### config.mk
export PLATFORM = sky130hd
export DESIGN_NAME = phys_reg_free_list
export DESIGN_NICKNAME = d
export VERILOG_FILES = /design/src/rtl/phys_reg_free_list.sv
export SDC_FILE = /design/constraint.sdc
export NUM_CORES = 1
export LEC_CHECK = 0
export ABC_AREA = 1
export CAP_MARGIN = 20
export CORE_AREA = 3 3 179 181
export CTS_CLUSTER_DIAMETER = 30
export CTS_CLUSTER_SIZE = 28
export DETAILED_ROUTE_END_ITERATION = 6
export DIE_AREA = 0 0 182 184
export GPL_TIMING_DRIVEN = 0
export PLACE_DENSITY = 0.66
export SYNTH_ARGS = -nofsm -noshare
export SYNTH_HDL_FRONTEND = slang
export SYNTH_SLANG_ARGS = --single-unit
### constraint.sdc
create_clock -name CLK -period 6.7 [get_ports CLK]
set_input_delay 1.34 -clock CLK [delete_from_list [all_inputs] [get_ports CLK]]
set_output_delay 1.34 -clock CLK [all_outputs]
set_load 0.02 [all_outputs]
### src/rtl/phys_reg_free_list.sv
// Circular free list of physical register tags for rename. Supplies one tag per
// cycle, accepts freed tags from the ROB and restores the head from saved checkpoints.
module phys_reg_free_list #(
  parameter int FREE_LIST_DEPTH      = 32,
  parameter int LOG_FREE_LIST_DEPTH  = 5,
  parameter int CHECKPOINT_COLUMNS   = 4,
  parameter int PHYS_REG_WIDTH       = 6,
  parameter int CHECKPOINT_COL_WIDTH = 2
) (
  input  logic                            CLK,
  input  logic                            nRST,
  output logic                            dequeue_valid,
  output logic [PHYS_REG_WIDTH-1:0]       dequeue_phys_reg_tag,
  input  logic                            dequeue_ready,
  input  logic                            enqueue_valid,
  input  logic [PHYS_REG_WIDTH-1:0]       enqueue_phys_reg_tag,
  input  logic                            save_checkpoint_valid,
  input  logic [CHECKPOINT_COL_WIDTH-1:0] save_checkpoint_column,
  input  logic                            restore_checkpoint_valid,
  input  logic [CHECKPOINT_COL_WIDTH-1:0] restore_checkpoint_column,
  output logic [LOG_FREE_LIST_DEPTH:0]    free_count,
  output logic                            overflow_error
);

  localparam int PTR_W = LOG_FREE_LIST_DEPTH + 1;

  logic [PHYS_REG_WIDTH-1:0] entries_q [FREE_LIST_DEPTH];
  logic [PHYS_REG_WIDTH-1:0] entries_d [FREE_LIST_DEPTH];
  logic [PTR_W-1:0]          head_q, head_d;
  logic [PTR_W-1:0]          tail_q, tail_d;
  logic [PTR_W-1:0]          ckpt_head_q [CHECKPOINT_COLUMNS];
  logic [PTR_W-1:0]          ckpt_head_d [CHECKPOINT_COLUMNS];
  logic                      overflow_q, overflow_d;

  logic [LOG_FREE_LIST_DEPTH-1:0] head_idx, tail_idx;
  logic                           empty, full, deq_fire, enq_fire;
  logic [PTR_W-1:0]               head_inc;

  assign head_idx = head_q[LOG_FREE_LIST_DEPTH-1:0];
  assign tail_idx = tail_q[LOG_FREE_LIST_DEPTH-1:0];
  assign head_inc = head_q + PTR_W'(1);
  assign empty    = (head_q == tail_q);
  assign full     = (head_idx == tail_idx) &&
                    (head_q[LOG_FREE_LIST_DEPTH] != tail_q[LOG_FREE_LIST_DEPTH]);

  // Restore owns the head this cycle, so it suppresses the dequeue handshake.
  assign deq_fire = !empty && dequeue_ready && !restore_checkpoint_valid;
  // A same-cycle dequeue frees the slot the enqueue writes into, so full is no obstacle.
  assign enq_fire = enqueue_valid && (!full || deq_fire);

  assign dequeue_valid        = !empty;
  assign dequeue_phys_reg_tag = entries_q[head_idx];
  assign free_count           = tail_q - head_q;
  assign overflow_error       = overflow_q;

  always_comb begin
    entries_d   = entries_q;
    head_d      = head_q;
    tail_d      = tail_q;
    ckpt_head_d = ckpt_head_q;
    overflow_d  = overflow_q;

    if (restore_checkpoint_valid) begin
      head_d = ckpt_head_q[restore_checkpoint_column];
    end else begin
      if (deq_fire) head_d = head_inc;
      if (save_checkpoint_valid) begin
        ckpt_head_d[save_checkpoint_column] = deq_fire ? head_inc : head_q;
      end
    end

    if (enq_fire) begin
      entries_d[tail_idx] = enqueue_phys_reg_tag;
      tail_d              = tail_q + PTR_W'(1);
    end else if (enqueue_valid) begin
      overflow_d = 1'b1;
    end
  end

  always_ff @(posedge CLK) begin
    if (!nRST) begin
      for (int i = 0; i < FREE_LIST_DEPTH; i++) begin
        entries_q[i] <= PHYS_REG_WIDTH'(FREE_LIST_DEPTH + i);
      end
      head_q <= '0;
      tail_q <= {1'b1, {LOG_FREE_LIST_DEPTH{1'b0}}};
      for (int c = 0; c < CHECKPOINT_COLUMNS; c++) begin
        ckpt_head_q[c] <= '0;
      end
      overflow_q <= 1'b0;
    end else begin
      entries_q   <= entries_d;
      head_q      <= head_d;
      tail_q      <= tail_d;
      ckpt_head_q <= ckpt_head_d;
      overflow_q  <= overflow_d;
    end
  end

endmodule

==> summary.md, run 1 <==
| Metric | Value |
|---|---|
| Status | `complete, but fails checks` |
| Failing checks | `design-rule violations` |
| Drt pass-1 iters | `7` |
| Area added between synthesis and finish | `22.4%` |
| Detail Placement HPWL | `roughly 31 mm` |
| Htree depth | `2` |
| Pwr Density | `327 nW/um^2` |
| Antenna Diode Count | `0` |
| DR WL/cell | `19.1 microns` |
| CTS Buf Count | `59` |
| All-layer global routing usage | `between 20% and 30%` |
| Syn Inst Count | `about 1.9k` |
| DRT antenna net count | `0` |
| Post-synthesis area per instance | `6.52 sq um` |
| Period utilization | `72.8%` |
| Cell Rows | `64` |
| Peak Freq | `a little over 200 MHz` |
| Post-CTS Setup Bufs | `0` |
| Slew Viols, Final | `0` |
| PortBufs | `25` |
| Vias per cell | `5.37` |
| Nets@finish | `1988` |
| Fill count | `3085` |
| Synth area leaders | `dfxtp_1 38%, nand2_1 18%, nand3_1 17%, nor2_1 7.7%, inv_1 4.8%` |
| P_leak | `7.34 nW` |
| Chip Width | `~180 microns` |
| Layout cell share with drive strength beyond 1 | `10.1%` |
| Worst path required time | `5.36 ns` |
| Via count | `roughly 13k` |
| Starting density of the core | `~40%` |
| Fin. Hold Viols | `0` |
| Post-synth EDFFs | `0` |
| Register bit total from synthesis | `229` |
| Main synth FF type | `dfxtp_1` |
| Residual DRC | `1` |
| Max_cap viols | `0` |
| Antenna violations before repair | `0` |
| Arr. time, crit path | `3.54 ns` |
| Core area | `30600 sq um` |
| Vias in the first global route | `~12k` |
| Fin crit period | `between 4 and 5 ns` |
| Seq/Total Area, Yosys | `37.5%` |
| Setup Skew | `0.0113 ns` |
| Crit start category | `flop` |
| Warning count from the yosys run | `0` |
| Register area | `4580 sq um` |
| Final wirelength | `45.8 mm` |
| Tot Pwr | `0.00489 W` |
| Final TNS setup | `0 ns` |
| Largest net degree at the start of global routing | `16` |
| Yosys cell types | `37` |
| FFs w/ async S/R, synth | `0%` |
| Overflow after GRT | `0` |
| Post-placement cell count | `2296` |
| First-pass GRT wire length | `~70 mm` |
| Syn Std Cell Area | `12200 sq um` |
| Chip Height | `184 microns` |
| Initial DRC Count | `about 1.5k` |
| TritonCTS Sinks | `229` |
| RSZ-0062 raised after global routing | `false` |
| Post-Syn Nets | `between 1.5k and 2k` |
| Setup crit end kind | `output port` |
| Critical path peak fanout | `10` |
| Clock Pin Slew Worst Setup and Hold Paths | `0.04 ns` |
| Peak VDD IR | `between 0.2 and 0.25 mV` |
| Hold WC Path Type | `flop to flop` |
| Resized cells post-CTS | `0` |
| Worst Max-Slew Pin Slew | `around 1.1 ns` |
| Rel. slew slack | `28.2%` |
| RePlAce Congestion | `1.00` |
| Top-area cell type share of the netlist area | `37.5%` |
| CTS max path bufs | `3` |
| IO Pins | `30` |
| Multi-input logic area | `6410 sq um` |
| Overall die area | `33500 sq um` |
| Worst Path Class, Setup | `flop to output port` |
| Hold Buf Count CTS | `0` |
| Clk root buf | `clkbuf_16` |
| CTS tree | `built` |
| Non-Filler Instances | `2400` |
| Setup violators final | `0` |
| Synth area leader | `dfxtp_1` |
| Worst-skew pair later-pin latency | `about 0.58 ns` |
## cells by family (layout without fill, tap and decap cells)
group           after synthesis  in the layout  synth area share (%)
simple gates               1292           1292                  47.9
compound gates               58             58                  2.69
xor+xnor                      9              9                 0.645
fa+ha+maj                    11             11                  1.19
flops                       229            229                  37.5
buf+inv                     276            405                  10.0
## cell usage in the layout, fill, tap and decap left out, drive strengths merged, types with 15 or more instances in the layout
cell,synthesis,final
inv,163,166
nor2,255,255
dfxtp,229,229
clkdlybuf4s50,0,25
clkinv,4,17
clkbuf,47,124
o21ai,15,15
nand2,602,602
nand3,433,433
a21oi,36,36
buf,62,62
## where the power goes
group          internal [W]  switching (W)  leakage (nW)
sequential          0.00139      0.0000144          1.86
clock               0.00199       0.000859         0.981
combinational      0.000186       0.000452          4.51
## Yosys cell counts (2+ instances only)
master,instances
nand2_1,589
nand3_1,403
nor2_1,250
dfxtp_1,229
inv_1,156
clkbuf_1,47
a21oi_1,32
buf_2,29
nand3_4,28
o21ai_0,15
buf_1,14
buf_6,13
ha_1,10
nand2_2,9
inv_2,6
xor2_1,6
clkinv_1,4
a21oi_2,3
buf_4,3
nor2_2,3
o211ai_1,3
xnor2_1,3
buf_12,2
nand2_4,2
nand2_8,2
nand3_2,2
nand4_1,2
## registers in the layout (all words and copies together), names as in the netlist
name	flops
entries_q	192
ckpt_head_q	24
head_q	6
tail_q	6
overflow_error	1
## routing by layer
layer	wire length [microns]	vias up	GRT usage [%]
li1	-	6124	-
met1	19100	5991	35.3
met2	20000	637	41.9
met3	4680	127	6.09
met4	2000	0	12.0
met5	0	-	0
## area by class of cell
type	instances	share of cell area (%)
timing repair buffer	25	1.67
inverter	167	4.21
multi-input combinational	1370	42.8
clock inverter	27	2.42
clock buffer	77	10.9
tap	396	3.31
buffer	109	4.00
sequential	229	30.6
## metrics by stage
| step | hold slack (ns) | instance area, sq um | worst slack, ns | util, % |
|---|---|---|---|---|
| 6_report | 0.466 | 15000 | 1.82 | 48.9 |
| 5_1_grt | 0.482 | 15000 | 1.68 | 48.9 |
| 4_1_cts | 0.466 | 15000 | 1.89 | 48.9 |
| 3_5_place_dp | 0.453 | 13000 | 2.51 | 42.4 |
| 3_3_place_gp | 0.446 | 13000 | 2.49 | 42.4 |
| 2_1_floorplan | 0.429 | 12200 | 3.53 | - |
## worst paths after layout
kind | startpoint | endpoint | slack, ns | cells past startpoint
worst max-delay path | head_q[2] | free_count[4] | 1.82 | 9
worst min-delay path | entries_q[3] | entries_q[3] | 0.47 | 2
worst max register to register | head_q[1] | ckpt_head_q[4] | 3.69 | 14
worst min register to register | entries_q[3] | entries_q[3] | 0.47 | 2
## critical path, stage by stage (launching register included)
cell             delay, ns
dfxtp_1               0.28
buf_2                 0.21
inv_1                 0.15
clkbuf_1              0.71
ha_1                  0.45
nand2_1               0.09
nor2_1                0.04
a211oi_1              0.23
xnor2_1               0.16
clkdlybuf4s50_1       0.63
(Power assumes the default switching activity.)
==> inputs of run 2 (changes only) <==
- clock period: 6.7 -> 4.9 ns (I/O delays scaled with it)
==> results of run 2 <==
The final DEF is identical to that of run 1. Status: complete, but fails checks: design-rule violations.
Among the figures that moved: setup slack after placement 2.51 ns -> 1.07 ns; setup slack after layout 1.82 ns -> 0.383 ns; register-to-register setup slack 3.69 ns -> 1.89 ns; total power 0.00489 W -> 0.00669 W; worst IR drop on VDD 0.221 mV -> 0.302 mV
